<file path="config.mk">
export PLATFORM = sky130hd
export DESIGN_NAME = answer_sequencer
export DESIGN_NICKNAME = d
export VERILOG_FILES = /design/src/rtl/answer_pkg.sv /design/src/rtl/answer_req_arbiter.sv /design/src/rtl/answer_sequencer.sv
export SDC_FILE = /design/constraint.sdc
export NUM_CORES = 1
export LEC_CHECK = 0
export BUFFER_PORTS_ARGS = -buffer_cell sky130_fd_sc_hd__buf_2
export CAP_MARGIN = 20
export CORE_UTILIZATION = 50
export CTS_CLUSTER_SIZE = 20
export DETAILED_ROUTE_END_ITERATION = 12
export PLACE_DENSITY = 0.65
export SYNTH_ARGS = -nofsm -noshare
export SYNTH_HDL_FRONTEND = slang
export SYNTH_SLANG_ARGS = --single-unit
</file>
<file path="constraint.sdc">
create_clock -name clock -period 3.9 [get_ports clock]
set_input_delay 0 -clock clock [delete_from_list [all_inputs] [get_ports clock]]
set_output_delay 0 -clock clock [all_outputs]
set_load 0.02 [all_outputs]
</file>
<file path="src/rtl/answer_pkg.sv">
// Shared defaults and the sequencer state type for the answer path.
// Optional build macro used by this block: ANSWER_SEQ_ROUND_ROBIN_EN.
package answer_pkg;

    localparam int ANSWER_DEPTH  = 128;
    localparam int ANSWER_DATA_W = 8;
    localparam int ANSWER_SIZE_W = $clog2(ANSWER_DEPTH) + 1;

    typedef enum logic [1:0] {
        COLLECT   = 2'd0,
        DRAIN     = 2'd1,
        WAIT_DONE = 2'd2
    } answer_seq_state_t;

endpackage

</file>
<file path="src/rtl/answer_req_arbiter.sv">
// One-hot grant among byte producers. Fixed lowest-index priority by default;
// round-robin with a registered pointer when ANSWER_SEQ_ROUND_ROBIN_EN is defined.
module answer_req_arbiter #(
    parameter int NUM_REQ = 2
) (
`ifdef ANSWER_SEQ_ROUND_ROBIN_EN
    input  logic               clock,
    input  logic               reset,
`endif
    input  logic               i_enable,
    input  logic [NUM_REQ-1:0] i_req_valid,
    output logic [NUM_REQ-1:0] o_grant
);

    logic w_found;

`ifdef ANSWER_SEQ_ROUND_ROBIN_EN
    localparam int PTR_W = (NUM_REQ > 1) ? $clog2(NUM_REQ) : 1;

    logic [PTR_W-1:0] r_ptr;
    logic [PTR_W-1:0] w_idx;
    logic [PTR_W-1:0] w_ptr_next;

    // Search from the pointer upward, then wrap to the indices below it.
    always_comb begin
        o_grant = '0;
        w_found = 1'b0;
        w_idx   = '0;
        for (int j = 0; j < NUM_REQ; j++) begin
            if (i_enable && !w_found && i_req_valid[j] && (j >= int'(r_ptr))) begin
                o_grant[j] = 1'b1;
                w_found    = 1'b1;
                w_idx      = PTR_W'(j);
            end
        end
        for (int j = 0; j < NUM_REQ; j++) begin
            if (i_enable && !w_found && i_req_valid[j] && (j < int'(r_ptr))) begin
                o_grant[j] = 1'b1;
                w_found    = 1'b1;
                w_idx      = PTR_W'(j);
            end
        end
    end

    assign w_ptr_next = (w_idx == PTR_W'(NUM_REQ - 1)) ? '0 : w_idx + 1'b1;

    always_ff @(posedge clock) begin
        if (reset) begin
            r_ptr <= '0;
        end else if (w_found) begin
            r_ptr <= w_ptr_next;
        end
    end
`else
    always_comb begin
        o_grant = '0;
        w_found = 1'b0;
        for (int j = 0; j < NUM_REQ; j++) begin
            if (i_enable && !w_found && i_req_valid[j]) begin
                o_grant[j] = 1'b1;
                w_found    = 1'b1;
            end
        end
    end
`endif

endmodule

</file>
<file path="src/rtl/answer_sequencer.sv">
// Buffers producer bytes and streams them to the answer writer on flush or when full.
// Arbitration policy is selected by ANSWER_SEQ_ROUND_ROBIN_EN (fixed priority when undefined).
module answer_sequencer
    import answer_pkg::*;
#(
    parameter int NUM_REQ = 2,
    parameter int DEPTH   = ANSWER_DEPTH,
    parameter int DATA_W  = ANSWER_DATA_W
) (
    input  logic                      clock,
    input  logic                      reset,
    input  logic [NUM_REQ-1:0]        req_valid,
    input  logic [NUM_REQ*DATA_W-1:0] req_data,
    output logic [NUM_REQ-1:0]        req_ready,
    input  logic                      flush,
    output logic                      wr_valid,
    output logic [DATA_W-1:0]         wr_data,
    output logic                      wr_last,
    input  logic                      wr_ready,
    output logic [$clog2(DEPTH):0]    answer_size,
    input  logic                      writer_done,
    output logic                      busy,
    output answer_seq_state_t         dbg_state
);

    localparam int AW = $clog2(DEPTH);
    localparam int SW = AW + 1;

    answer_seq_state_t r_state;
    answer_seq_state_t w_next_state;

    logic [DATA_W-1:0] r_buf [DEPTH];
    logic [SW-1:0]     r_count;
    logic [AW-1:0]     r_rd_ptr;

    logic [NUM_REQ-1:0] w_grant;
    logic               w_arb_en;
    logic               w_accept;
    logic [DATA_W-1:0]  w_in_byte;
    logic [SW-1:0]      w_count_post;

    // Both sides use valid/ready: a byte moves on a cycle where valid and ready
    // are both high at the rising edge; the sender holds data stable until then.
    assign w_arb_en = !reset && (r_state == COLLECT) && (r_count < SW'(DEPTH));

    answer_req_arbiter #(
        .NUM_REQ (NUM_REQ)
    ) u_arb (
`ifdef ANSWER_SEQ_ROUND_ROBIN_EN
        .clock       (clock),
        .reset       (reset),
`endif
        .i_enable    (w_arb_en),
        .i_req_valid (req_valid),
        .o_grant     (w_grant)
    );

    assign req_ready    = w_grant;
    assign w_accept     = |w_grant;
    assign w_count_post = r_count + {{AW{1'b0}}, w_accept};

    always_comb begin
        w_in_byte = '0;
        for (int i = 0; i < NUM_REQ; i++) begin
            if (w_grant[i]) begin
                w_in_byte = req_data[i*DATA_W +: DATA_W];
            end
        end
    end

    always_ff @(posedge clock) begin
        if (w_accept) begin
            r_buf[r_count[AW-1:0]] <= w_in_byte;
        end
    end

    always_ff @(posedge clock) begin
        if (reset) begin
            r_state <= COLLECT;
        end else begin
            r_state <= w_next_state;
        end
    end

    always_comb begin
        w_next_state = r_state;
        case (r_state)
            COLLECT: begin
                if ((w_accept && (w_count_post == SW'(DEPTH))) ||
                    (flush && (w_count_post != '0))) begin
                    w_next_state = DRAIN;
                end
            end
            DRAIN: begin
                if (wr_ready && wr_last) begin
                    w_next_state = WAIT_DONE;
                end
            end
            WAIT_DONE: begin
                if (writer_done) begin
                    w_next_state = COLLECT;
                end
            end
            default: w_next_state = COLLECT;
        endcase
    end

    // The read pointer stops on the last byte so a full buffer never wraps it.
    always_ff @(posedge clock) begin
        if (reset) begin
            r_count  <= '0;
            r_rd_ptr <= '0;
        end else begin
            case (r_state)
                COLLECT: begin
                    if (w_accept) begin
                        r_count <= w_count_post;
                    end
                end
                DRAIN: begin
                    if (wr_ready && !wr_last) begin
                        r_rd_ptr <= r_rd_ptr + 1'b1;
                    end
                end
                WAIT_DONE: begin
                    if (writer_done) begin
                        r_count  <= '0;
                        r_rd_ptr <= '0;
                    end
                end
                default: ;
            endcase
        end
    end

    assign wr_valid    = (r_state == DRAIN);
    assign wr_data     = (r_state == DRAIN) ? r_buf[r_rd_ptr] : '0;
    assign wr_last     = (r_state == DRAIN) && ({1'b0, r_rd_ptr} == (r_count - SW'(1)));
    assign answer_size = r_count;
    assign busy        = (r_state != COLLECT);
    assign dbg_state   = r_state;

endmodule

</file>
==> impl_table.tex <==
\begin{tabular}{lr}
\hline
Metric & Value \\
\hline
\multicolumn{2}{l}{\textbf{Routing}} \\
\quad Total met3 wirelength after detailed routing & 8360 um \\
\quad Count of routing violations after the opening detailed-route iteration & approximately 2700 \\
\quad Sum of met2 wire segment lengths after detailed routing & 47600 um \\
\quad Top sig layer & met4 \\
\quad Number of vias per cell & 6.28 \\
\quad Detail Route Antenna Nets & 0 \\
\quad Drt first pass iters & 8 \\
\quad DR vias & 21900 \\
\quad DRC viols & 0 \\
\quad Average detailed-routed wire length per instance & 28.9 um \\
\quad Total length of routed wires & 101000 um \\
\quad Met1 wire length & roughly 42000 um \\
\multicolumn{2}{l}{\textbf{Final layout}} \\
\quad Fraction of final layout cells sized beyond drive strength 1 & 0.217 \\
\quad Commonest non-fill, non-tap cell in the layout & sky130\_fd\_sc\_hd\_\_edfxtp\_1 \\
\quad Most frequent cells in the layout & sky130\_fd\_sc\_hd\_\_edfxtp\_1 (1024), sky130\_fd\_sc\_hd\_\_nor2\_1 (190), sky130\_fd\_sc\_hd\_\_mux4\_2 (184), sky130\_fd\_sc\_hd\_\_mux2i\_1 (160), sky130\_fd\_sc\_hd\_\_clkbuf\_16 (110) \\
\quad Share of the core filled with cells & 0.575 \\
\quad Post-route cell area & 47100 sq um \\
\quad Area Overhead vs Synth & 13.9\% \\
\quad Fill cells & just over 6000 \\
\quad Nets & 2350 \\
\multicolumn{2}{l}{\textbf{Synth}} \\
\quad Cell area after synthesis & 41400 sq um \\
\quad Flip-flop cell with the highest count after synthesis & sky130\_fd\_sc\_hd\_\_edfxtp\_1 \\
\quad Sequential-to-total area share from yosys stat & 0.755 \\
\quad Post-synthesis area per instance & between 15 and 20 sq um \\
\quad Synth Net Count & around 2200 \\
\quad Number of warning messages in the yosys log & 0 \\
\quad FFs w/ async S/R, synth & 0 \\
\quad Cells after Synth & 2201 \\
\quad Synthesis-stage register bit count & around 1000 \\
\quad Post-synth EDFFs & 1024 \\
\quad Post-synthesis cell type count & 61 \\
\multicolumn{2}{l}{\textbf{Power and ir drop}} \\
\quad Leakage dissipation & approximately 15 nW \\
\quad Design Power & 24.1 mW \\
\quad Power per standard cell area & 511 nW/um\^{}2 \\
\quad Combinational share of power & 0.042 \\
\quad Max VDD drop & between 0.5 and 0.6 mV \\
\quad Clock network power share & 0.441 \\
\quad Internal cell power & just under 20 mW \\
\quad Switching power & 4.84 mW \\
\quad Switching Fraction & 0.201 \\
\quad Sequential group share of total power & 0.517 \\
\multicolumn{2}{l}{\textbf{Placed design}} \\
\quad Placer Congestion & 0.940 \\
\quad HPWL reported at the end of detailed placement & 64400 um \\
\quad Count of buffers from port buffering & 45 \\
\quad Placed instance area & 43400 sq um \\
\multicolumn{2}{l}{\textbf{Min path}} \\
\quad Type of the tightest min-delay check & in2reg \\
\multicolumn{2}{l}{\textbf{Setup path}} \\
\quad Sort of element at the start of the critical path & register \\
\quad Arrival time reported for the critical path endpoint & around 3800 ps \\
\quad Setup crit end & wr\_data[3] \\
\quad Cell family with most CP delay & buffers and inverters \\
\quad CP Cell Sequence & buf\_12 > mux4\_2 > and3\_1 > a31oi\_1 > nand4\_1 > o41ai\_1 > buf\_4 > nand3\_1 > buf\_2 \\
\quad Logic depth of the worst register-to-register path & 13 \\
\quad CP required & approximately 3900 ps \\
\quad Worst setup path category & reg2out \\
\quad Peak fanout along the critical path & 60 \\
\quad WP depth & 9 \\
\quad Max stage delay on crit path & 760 ps \\
\quad Endpoint type of the worst setup path & output pin \\
\quad Startpoint of the most critical register-to-register path & dbg\_state[0] \\
\quad Worst reg2reg endpoint & dbg\_state[0] \\
\quad Worst setup slack for register-to-register paths & 330 ps \\
\quad Worst path slowest cell & sky130\_fd\_sc\_hd\_\_dfxtp\_4 \\
\quad Buffering stage count on the worst path with inverters included & 3 \\
\multicolumn{2}{l}{\textbf{Clock tree}} \\
\quad TritonCTS sink count & about 1000 \\
\quad Clock input transition at the sequential cells of the worst setup and hold paths & roughly 60 ps \\
\quad Maximum number of buffers from clock root to sink & 3 \\
\quad Clock tree from TritonCTS & built \\
\quad Post-CTS Setup Inserts & 0 \\
\quad Clock latency reported for the late side of the worst-skew pair & 650 ps \\
\quad Count of H-tree levels built during CTS & 3 \\
\quad Clock root cell & sky130\_fd\_sc\_hd\_\_clkbuf\_16 \\
\quad CTS Buf Count & 106 \\
\multicolumn{2}{l}{\textbf{Global route}} \\
\quad Pin count of the biggest net entering global routing & roughly 130 \\
\quad Via count of the first global-routing pass & approximately 21000 \\
\quad Tot GR Track Use & 0.243 \\
\quad Wire length of the first global-routing pass & between 100000 and 150000 um \\
\quad Total overflow reported by the global router & 0 \\
\quad Initial antenna violation count & 1 \\
\multicolumn{2}{l}{\textbf{STA}} \\
\quad Worst clock skew & around 20 ps \\
\quad Rel. slew slack & 0.274 \\
\quad Setup repair after global routing missed its margin & false \\
\quad Minimum period implied by the final worst setup slack & 3830 ps \\
\quad Total count of max-transition violations in the final report & 0 \\
\quad Period utilisation layout & 0.982 \\
\quad Maximum clock frequency & between 200 and 300 MHz \\
\quad Setup total negative slack & 0 ps \\
\quad Final-report hold violation count & 0 \\
\quad \# setup viols final & 0 \\
\quad Measured slew at the worst slew-check pin & 1090 ps \\
\multicolumn{2}{l}{\textbf{Floorplanning}} \\
\quad Die Footprint & approximately 84000 sq um \\
\quad DIE WIDTH & 290 um \\
\quad Row Count & 105 \\
\quad Number of placed I/O pins & 46 \\
\quad Y dimension of the die & 290 um \\
\quad Core box area & 82000 sq um \\
\quad Initial core utilization & 0.505 \\
\multicolumn{2}{l}{\textbf{Flow run}} \\
\quad Max cap viols & 0 \\
\multicolumn{2}{l}{\textbf{Run status}} \\
\quad Status & complete, no violations \\
\hline
\end{tabular}
==> how the worst min path moves through the flow <==
stage / start / cells after the start / slack, ps / to
2_1_floorplan: reset / 2 / 190 / dbg_state[0]
3_3_place_gp: flush / 3 / 300 / dbg_state[0]
3_5_place_dp: flush / 3 / 330 / dbg_state[0]
4_1_cts: req_valid[0] / 6 / 6 / answer_size[3]
5_1_grt: req_data[5] / 2 / 40 / r_buf[105][5]
6_report: req_data[5] / 2 / 50 / r_buf[88][5]
==> final cells by class <==
cell class	count	area, sq um	area share
multi-input combinational	1018	9640	0.205
inverter	5	18.8	0.000398
clock inverter	63	769	0.0163
tap	1070	1340	0.0284
timing repair buffer	144	1220	0.0259
sequential	1048	31200	0.663
antenna	1	2.50	0.0000531
clock buffer	132	2910	0.0616
==> state kept, by name, summed over array words and instances, names as in the netlist, named ones only <==
| name | count |
|---|---|
| answer_size | 8 |
| r_rd_ptr | 7 |
| r_buf | 1024 |
| dbg_state | 2 |
==> cell usage after synthesis (all sizes together) (13+ instances only) <==
cell type / n / area share
clkbuf: 67 / 0.0061
dfxtp: 24 / 0.012
edfxtp: 1024 / 0.74
o21ai: 23 / 0.0028
nor2: 192 / 0.018
mux2i: 160 / 0.039
nand2: 72 / 0.0065
nand3: 55 / 0.0067
mux4: 184 / 0.10
a31oi: 19 / 0.0029
a21oi: 33 / 0.0040
nor2b: 15 / 0.0023
nand4: 13 / 0.0020
nor3: 17 / 0.0022
buf: 63 / 0.0076
and3: 14 / 0.0021
a22oi: 71 / 0.013
==> per-stage QoR <==
| step | instances | hold WS (ps) | worst slack, ps |
|---|---|---|---|
| after floorplan | 2201 | 187 | 247 |
| after global placement | 3274 | 300 | 553 |
| after detailed placement | 3277 | 325 | 540 |
| after CTS | 3481 | 5.72 | 111 |
| after global routing | 3480 | 43.4 | 4.21 |
| final | 3481 | 49.0 | 70.4 |
==> logic make-up (layout without fill, tap and decap cells) <==
family                   after synthesis  count (layout)  share of synthesized area
XOR/XNOR                               7               7                    0.00148
other                                  0               1                          0
adder cells (fa/ha/maj)                4               4                    0.00121
buffers and inverters                135             344                     0.0141
AO/OA/AOI/OAI                        221             221                     0.0382
multiplexers                         355             355                      0.142
flip-flops                          1048            1048                      0.755
AND/OR/NAND/NOR                      431             431                     0.0482
==> power by group through the flow <==
| stage | clock network [mW] | logic, mW | registers, mW |
|---|---|---|---|
| 2_1_floorplan | 0 | 0.594 | 12.7 |
| 3_3_place_gp | 0 | 0.993 | 12.7 |
| 3_5_place_dp | 0 | 1.02 | 12.7 |
| 4_1_cts | 10.7 | 1.03 | 12.5 |
| 5_1_grt | 11.2 | 1.08 | 12.5 |
| 6_report | 10.6 | 1.01 | 12.5 |
==> per-layer routing <==
| metal | GRT usage | vias up |
|---|---|---|
| li1 | - | 9249 |
| met1 | 0.357 | 11400 |
| met2 | 0.379 | 1030 |
| met3 | 0.0447 | 146 |
| met4 | 0.0599 | 0 |
| met5 | 0 | - |
==> worst reg2reg max path, delay by kind of cell (launching register included) <==
kind | cells | cell delay, ps
buffers and inverters | 4 | 1030
AND/OR/NAND/NOR | 6 | 1330
flip-flops | 1 | 380
adder cells (fa/ha/maj) | 1 | 290
AO/OA/AOI/OAI | 2 | 490
==> what timing repair did <==
action / CTS / global route
gates resized for setup: 0 / 3
endpoints found under the hold margin: 22 / 0
setup endpoints to repair: 0 / 6
hold buffers: 9 / 0
Power figures use the tool's default switching activity.
